[src/rtl/sevseg_scan.sv]
// sevseg_scan: 8-slot multiplexed seven-segment driver for a signed 4-digit BCD temperature with C/F unit letter.
// Leading-zero blanking is compiled in when SEVSEG_LZB_EN is defined.
module sevseg_scan #(
   parameter int DIV = 100000
) (
   input  logic       clk,
   input  logic       rst,
   input  logic       load,
   input  logic [3:0] thou,
   input  logic [3:0] hund,
   input  logic [3:0] tens,
   input  logic [3:0] ones,
   input  logic       sign,
   input  logic       c_f,
   output logic [7:0] an,
   output logic [6:0] seg,
   output logic       frame
);
   localparam int CW = $clog2(DIV);
   logic [CW-1:0] cnt;
   logic [2:0] idx, minus_slot;
   logic [17:0] pend, disp, in_vec;
   logic [3:0] d_thou, d_hund, d_tens, d_ones;
   logic d_sign, d_cf, lp, wrap, commit, nz, sh_t, sh_h, sh_d;
   logic [6:0] nxt_seg;
   function automatic logic [6:0] bcd7(input logic [3:0] d);
      case (d)
         4'd0: bcd7 = 7'h40;
         4'd1: bcd7 = 7'h79;
         4'd2: bcd7 = 7'h24;
         4'd3: bcd7 = 7'h30;
         4'd4: bcd7 = 7'h19;
         4'd5: bcd7 = 7'h12;
         4'd6: bcd7 = 7'h02;
         4'd7: bcd7 = 7'h78;
         4'd8: bcd7 = 7'h00;
         4'd9: bcd7 = 7'h10;
         default: bcd7 = 7'h06;
      endcase
   endfunction
   assign in_vec = {thou, hund, tens, ones, sign, c_f};
   assign {d_thou, d_hund, d_tens, d_ones, d_sign, d_cf} = disp;
   assign wrap = cnt == CW'(DIV - 1);
   assign commit = wrap && idx == 3'd7;
   assign nz = |{d_thou, d_hund, d_tens, d_ones};
`ifdef SEVSEG_LZB_EN
   assign sh_t = d_thou != 4'd0;
   assign sh_h = sh_t || d_hund != 4'd0;
   assign sh_d = sh_h || d_tens != 4'd0;
   // minus sits just left of the most significant digit still shown
   assign minus_slot = sh_t ? 3'd5 : sh_h ? 3'd4 : sh_d ? 3'd3 : 3'd2;
`else
   assign sh_t = 1'b1;
   assign sh_h = 1'b1;
   assign sh_d = 1'b1;
   assign minus_slot = 3'd5;
`endif
   always_comb begin
      nxt_seg = 7'h7F;
      case (idx)
         3'd0: nxt_seg = d_cf ? 7'h0E : 7'h46;
         3'd1: nxt_seg = bcd7(d_ones);
         3'd2: nxt_seg = sh_d ? bcd7(d_tens) : 7'h7F;
         3'd3: nxt_seg = sh_h ? bcd7(d_hund) : 7'h7F;
         3'd4: nxt_seg = sh_t ? bcd7(d_thou) : 7'h7F;
         default: nxt_seg = 7'h7F;
      endcase
      if (d_sign && nz && idx == minus_slot) nxt_seg = 7'h3F;
   end
   always_ff @(posedge clk) begin
      if (rst) begin
         cnt   <= '0;
         idx   <= '0;
         pend  <= '0;
         disp  <= '0;
         lp    <= 1'b0;
         an    <= 8'hFF;
         seg   <= 7'h7F;
         frame <= 1'b0;
      end else begin
         cnt   <= wrap ? '0 : cnt + CW'(1);
         if (wrap) idx <= idx + 3'd1;
         frame <= commit;
         an    <= ~(8'd1 << idx);
         seg   <= nxt_seg;
         if (load) pend <= in_vec;
         // a load landing on the commit edge goes straight to the display
         if (commit && (load || lp)) disp <= load ? in_vec : pend;
         lp    <= commit ? 1'b0 : (lp || load);
      end
   end
endmodule

[config.mk]
export PLATFORM = sky130hd
export DESIGN_NAME = sevseg_scan
export DESIGN_NICKNAME = d
export VERILOG_FILES = /design/src/rtl/sevseg_scan.sv
export SDC_FILE = /design/constraint.sdc
export NUM_CORES = 1
export LEC_CHECK = 0
export CAP_MARGIN = 20
export CORE_MARGIN = 2
export CORE_UTILIZATION = 65
export CTS_BUF_LIST = sky130_fd_sc_hd__clkbuf_4 sky130_fd_sc_hd__clkbuf_8
export DETAILED_ROUTE_END_ITERATION = 8
export GPL_ROUTABILITY_DRIVEN = 0
export GPL_TIMING_DRIVEN = 0
export PLACE_DENSITY = 0.95
export SLEW_MARGIN = 15
export SYNTH_ARGS = -nofsm -noshare
export SYNTH_HDL_FRONTEND = slang
export SYNTH_SLANG_ARGS = --single-unit
[constraint.sdc]
create_clock -name clk -period 4.7 [get_ports clk]
set_input_delay 0.94 -clock clk [delete_from_list [all_inputs] [get_ports clk]]
set_output_delay 0.94 -clock clk [all_outputs]
set_load 0.02 [all_outputs]
After elaboration in Yosys (flattened, before gate mapping)
Memory sizes are Yosys's and may differ from the RTL's. A register that Yosys moved wholly into a read port is not among the register bits.
Cells that the tools add are included.
- $add $sub $neg: 2
- eq/ne operators: 7
- shift operators: 1
- multiplexer cells: 12
- bitwise logic cells: 1
- reductions and logical operators: 10
- operator list (kind ; count):
    7-bit case mux with 5 select lines ; 1
    4-bit two-way mux ; 8
    18-bit two-way mux ; 1
    17-bit by 1-bit adder with 17-bit output (second input constant) ; 1
    17-bit equality test (second input constant) ; 1
    16-bit OR reduction ; 1
    7-bit two-way mux ; 2
    3-bit equality test (second input constant) ; 3
    8-bit inverter ; 1
    1-bit by 3-bit left shift with 8-bit output (first input constant) ; 1
    3-bit by 2-bit equality test with 1-bit output (second input constant) ; 2
    2-bit OR reduction ; 3
    1-bit logical AND ; 4
    3-bit by 1-bit adder with 3-bit output (second input constant) ; 1
    3-bit by 1-bit equality test with 1-bit output (second input constant) ; 1
    3-bit logical NOT ; 1
    1-bit logical OR ; 1
- bits in registers: 73
- bits in read-only memories: 448
- word-level logic and storage cells: 46
- memories: 4
- memory list (name ; depth ; bits a word ; read ports ; clocked after Yosys merged registers in ; wr ports ; line ; text):
    (no name shown) ; 16 ; 7 ; 1 ; 1 ; 0 ; 27 ; case (d)
    (no name shown) ; 16 ; 7 ; 1 ; 1 ; 0 ; 27 ;
    (no name shown) ; 16 ; 7 ; 1 ; 1 ; 0 ; 27 ;
    (no name shown) ; 16 ; 7 ; 1 ; 1 ; 0 ; 27 ;

Depth between registers and ports, before layout
Gate-level depths: netlist of run 1.
- word-level depth: 5
- mapped depth: 13
- gate-level depth less buffers: 12

Least setup slack after synthesis of run 1
Ideal clock, no wire load.
- path kind: in2reg
- from: in load
- to: reg (tool-made name)
- library setup time: 117 ps
- arrival: 2828 ps
- slack: 1755 ps
- stages: 12
- buffers on the path: 3
- cell sequence: buf_2 -> o21ai_0 -> nor2_1 -> buf_2 -> buf_1 -> a21oi_1 -> ha_1 -> mux2i_1 -> nor2_1 -> o21ai_0 -> o21ai_0 -> a22o_1
- RTL lines (element ; line ; text):
    start, declared ; 8 ; input logic load,

==> results.cfg, run 1 <==
[run_status]
status = complete, no violations

[global_route]
grt_max_degree = 19
antenna_found_initial = 0
grt.overflow.total = 0
track_usage = 0.3173
grt_pass1_wl_mm = 18.62
grt_pass1_vias = 3875

[logic_synthesis]
avgSynthCellArea_um2 = 9.472
synth-async-reset-ratio = 0
synth_top_family_by_area = simple AND/OR/NAND/NOR gates
synthXorXnorAreaFrac = 0.03069
ys_types = 54
synth-adder-area-share = 0.07399
syn_inst = 482
synth_seq_cells = 101
synth_compound_gate_area_share = 0.1713
synth_fp_nets = 530
yosys_warnings = 0
synth-edff-count = 0
yosys.area_share.simple = 0.1787
synthFlopType = dfxtp_1
syn_area_um2 = 4566
synth.area.mux_share = 0.07399
ys_seq_area_frac = 0.4429

[min_path]
holdCritStartpoint = cnt[0]$_SDFF_PP0_
whs_endpoint = cnt[0]$_SDFF_PP0_
min_path_cells = 1
hold_class = reg -> reg

[setup_path]
cp_data_arrival_time_ns = 4.19
reg2reg_slack_ns = 1.26
path_max_fanout = 10
reg2regPathDepth = 10
cp-start-kind = primary input
crit_slowest_cell = clkdlybuf4s50_1
r2r_start = cnt[0]$_SDFF_PP0_
critPathRequiredTime_ns = 4.97
crit_type = in -> reg
cp_slowest_stage_delay_ns = 0.67
worstPathCellList = clkdlybuf4s50_1, buf_2, buf_2, buf_1, nor3b_1, a21oi_1, ha_1, mux2i_1, a211oi_1, a21oi_1, o22ai_1
end_kind = register

[finish]
final_cell_mix = dfxtp_1, nor2_1, clkdlybuf4s50_1
drive_above_1_share = 0.06367
syn2layout_area_growth_pct = 15.05
final_common_cell = dfxtp_1
diodes = 0
nNetsFinal = 577
final_core_util = 0.7731

[clocking]
cts_resized = 0
cts_setup_buffers = 0
hold_buffers = 0
cts_tree = done
cts.sinks = 101
clk_pin_slew_ns = 0.10
cts_root_buffer = clkbuf_8
ctsHtreeMaxLevel = 3
clock_path_buffers = 2
clkLatencyLatePin_ns = 0.38
cts_buffers = 9

[timing]
drv_slew = 0
min_period_ns = 3.924
setup_violations = 0
fin_skew_ns = 0.01228
fin_crit_sh = 0.8349
finalHoldViolCount = 0
grt_setup_unrepaired = false
max_freq_ghz = 0.2548
setup_tns_ns = 0
worst_pin_slew_ns = 0.6157
max_slew_margin = 0.5852

[pwr]
switchingPower_w = 0.0003700
switching_share = 0.2418
seq_power_share = 0.572
leakage_nw = 2.139
p_int_w = 0.001160
powerDensity_nw_per_um2 = 291.3
irDropWorstVdd_uv = 258.8
clkPwrFrac = 0.376
comb_power_share = 0.052

[die]
initial_core_util = 0.6720
dieHeight_um = 87.81
num_rows = 30
die_w_um = 87.81
fp.dieArea_um2 = 7711
coreArea_um2 = 6794
ios = 37

[routing]
vias_per_cell = 6.444
wl_mm = 11.78
avgRoutedWirePerCell_um = 18.69
drt-initial-drc-count = 374
remaining_drc_errors = 0
drt-pass1-iter-count = 5
ant_nets = 0
via_count = 4060

[placement]
placement.io_buffers = 36
hpwlAfterDp_mm = 8.239

[flow_run]
drv_cap = 0
-- power by group through the flow --
stage          registers, W  logic [W]  clock network, W
5_1_grt            0.000876  0.0000857          0.000607
4_1_cts            0.000875  0.0000785          0.000570
2_1_floorplan      0.000896  0.0000399                 0
3_3_place_gp       0.000894  0.0000754                 0
6_report           0.000875  0.0000794          0.000576
3_5_place_dp       0.000895  0.0000778                 0
-- critical path, delay by kind of cell --
kind	cells	cell delay [ns]
simple gates	1	0.17
buf+inv	4	1.81
compound gates	4	0.91
mux	1	0.10
fa+ha+maj	1	0.25
-- synthesized netlist by cell type (9+ instances only) --
library cell	n	area [µm²]
ha_1	27	337.8
nand2_1	15	56.30
dfxtp_1	101	2022
nor2_1	57	214.0
a21o_1	20	150.1
nand3_1	24	120.1
mux2i_1	29	290.3
o21ai_0	21	105.1
a21oi_1	24	120.1
xor2_1	11	96.34
clkbuf_1	10	37.54
a22oi_1	9	67.56
-- area by class of cell --
class,instances,area (µm²)
flip-flops and latches,101,2022
fillers,425,1541
clock inverters,7,82.58
repair buffers,36,360.3
inverters,8,30.03
well taps,96,120.1
multi-input cells,350,2414
clock buffers,9,123.9
plain buffers,23,100.1
-- per-stage QoR --
stage | hold slack (ns) | setup WS (ns) | instances | total power [W] | area, µm²
6_report | 0.4778 | 0.7758 | 630 | 0.001530 | 5253
5_1_grt | 0.4996 | 0.7444 | 630 | 0.001569 | 5253
4_1_cts | 0.4798 | 0.9348 | 630 | 0.001523 | 5253
3_5_place_dp | 0.4574 | 0.5547 | 614 | 0.0009727 | 5046
3_3_place_gp | 0.4418 | 0.7625 | 614 | 0.0009692 | 5046
2_1_floorplan | 0.4297 | 1.755 | 482 | 0.0009363 | 4566
-- layer usage --
| layer | wire, µm | share of wire | global-route usage |
|---|---|---|---|
| met1 | 4581 | 0.39 | 0.3994 |
| met2 | 5540 | 0.47 | 0.5241 |
| met3 | 1211 | 0.10 | 0.06786 |
| met4 | 442 | 0.038 | 0.1427 |
| met5 | 0 | 0 | 0 |
-- kinds of logic (layout without fill, tap and decap cells) --
logic type / count (synthesis) / in the layout
fa+ha+maj: 27 / 27
xor+xnor: 16 / 16
mux: 33 / 33
flops: 101 / 101
simple gates: 156 / 156
compound gates: 118 / 118
buf+inv: 31 / 83
-- worst max-delay path by stage --
stage               cells after the start  endpoint  from  slack (ns)
floorplan                              12  register  load        1.75
global placement                       11  register   rst        0.76
detailed placement                     11  register   rst        0.55
CTS                                    11  register   rst        0.93
global route                           11  register   rst        0.74
finish                                 11  register   rst        0.78
Note: power is estimated with default switching activity, not from simulation.
==> inputs of run 2 (changes only) <==
Settings changed: CORE_UTILIZATION 65 to 54, PLACE_DENSITY 0.95 to 0.87.
Clock period 4.7 ns to 3.6 ns, I/O delays scaled along.
==> results.cfg, run 2 (synthesis gave the netlist of run 1 again) <==
[clocking]
clk_pin_slew_ns = 0.11
clkLatencyLatePin_ns = 0.38
ctsHtreeMaxLevel = 3
cts_tree = done
cts_setup_buffers = 0
cts_root_buffer = clkbuf_8
clock_path_buffers = 2
cts.sinks = 101
cts_buffers = 9

[global_route]
grt_pass1_vias = 3758
grt.overflow.total = 0
grt_pass1_wl_mm = 18.28
track_usage = 0.2605
antenna_found_initial = 0
grt_max_degree = 20

[die]
dieHeight_um = 95.95
coreArea_um2 = 8217
ios = 37
die_w_um = 95.95
fp.dieArea_um2 = 9206
initial_core_util = 0.5557
num_rows = 33

[setup_path]
path_max_fanout = 10
crit_type = in -> reg
reg2regPathDepth = 12
r2r_start = cnt[0]$_SDFF_PP0_
cp_data_arrival_time_ns = 3.67
critPathRequiredTime_ns = 3.85
cp-start-kind = primary input
reg2reg_slack_ns = 0.36
end_kind = register

[routing]
drt-pass1-iter-count = 8
vias_per_cell = 6.027
remaining_drc_errors = 0
via_count = 3851
wl_mm = 11.17
ant_nets = 0
drt-initial-drc-count = 366
avgRoutedWirePerCell_um = 17.48

[timing]
setup_violations = 0
worst_pin_slew_ns = 0.5810
max_slew_margin = 0.6086
grt_setup_unrepaired = false
fin_crit_sh = 0.9492
finalHoldViolCount = 0
max_freq_ghz = 0.2927
setup_tns_ns = 0
drv_slew = 0
min_period_ns = 3.417
fin_skew_ns = 0.01378

[finish]
syn2layout_area_growth_pct = 15.43
nNetsFinal = 577
final_core_util = 0.6414
post_layout_nonfiller_instances = 639
drive_above_1_share = 0.06554
final_cell_mix = dfxtp_1, nor2_1, clkdlybuf4s50_1
final_common_cell = dfxtp_1
fill_cells = 677
diodes = 0

[pwr]
powerDensity_nw_per_um2 = 380.6
p_int_w = 0.001521
switching_share = 0.2420
seq_power_share = 0.569
switchingPower_w = 0.0004854
irDropWorstVdd_uv = 264.8
comb_power_share = 0.051
leakage_nw = 2.141
clkPwrFrac = 0.380

[min_path]
min_path_cells = 1
whs_endpoint = cnt[0]$_SDFF_PP0_
hold_class = reg -> reg
holdCritStartpoint = cnt[0]$_SDFF_PP0_

[placement]
placed_cells = 623
hpwlAfterDp_mm = 8.209
placement.io_buffers = 36

[flow_run]
drv_cap = 0

[run_status]
status = complete, no violations
## run 2: layout make-up
cell class | count | area (µm²) | share of cell area
sequential | 101 | 2022 | 0.3837
buffer | 23 | 101.3 | 0.01923
inverter | 8 | 30.03 | 0.005698
clock buffer | 9 | 123.9 | 0.02350
clock inverter | 7 | 87.58 | 0.01662
multi-input combinational | 350 | 2414 | 0.4580
tap | 105 | 131.4 | 0.02493
timing repair buffer | 36 | 360.3 | 0.06838
## run 2: worst max-delay path by stage
stage | startpoint | to | slack [ns]
finish | rst | register | 0.18
CTS | load | register | 0.20
global route | rst | register | 0.05
floorplan | load | register | 0.87
global placement | load | register | -0.12
detailed placement | load | register | -0.20
## run 2: stage by stage
stage / hold WS, ns / worst slack (ns) / total power (W) / instance area, µm²
CTS: 0.4794 / 0.2018 / 0.002015 / 5269
global placement: 0.4398 / -0.1152 / 0.001265 / 5057
global route: 0.4986 / 0.05130 / 0.002070 / 5270
detailed placement: 0.4550 / -0.1987 / 0.001269 / 5057
floorplan: 0.4297 / 0.8750 / 0.001222 / 4566
finish: 0.4734 / 0.1830 / 0.002006 / 5270
## run 2: worst max-delay path, stage by stage
cell and delay [ns]:
clkdlybuf4s50_1 0.62, buf_2 0.30, buf_2 0.31, buf_1 0.44
nor3b_1 0.16, a21o_1 0.21, ha_1 0.25, mux2_2 0.28
mux2i_1 0.24, o22ai_1 0.13
## run 2: what timing repair did
item,CTS,global route
hold buffers,0,0
gates resized for setup,0,1
endpoints found under the setup margin,0,4
## run 2: power by group through the flow
| stage | combinational [W] | sequential, W | clock [W] |
|---|---|---|---|
| final | 0.000102 | 0.00114 | 0.000762 |
| after global routing | 0.000110 | 0.00114 | 0.000816 |
| after CTS | 0.000101 | 0.00114 | 0.000772 |
| after detailed placement | 0.000101 | 0.00117 | 0 |
| after global placement | 0.0000981 | 0.00117 | 0 |
| after floorplan | 0.0000521 | 0.00117 | 0 |
## run 2: routing by layer
layer | routed length (µm) | share of wire | track usage | vias up
met5 | 0 | 0 | 0 | -
met3 | 694 | 0.062 | 0.05873 | 59
li1 | - | - | - | 1827
met2 | 5347 | 0.48 | 0.4417 | 193
met4 | 490 | 0.044 | 0.1262 | 0
met1 | 4639 | 0.42 | 0.3111 | 1772
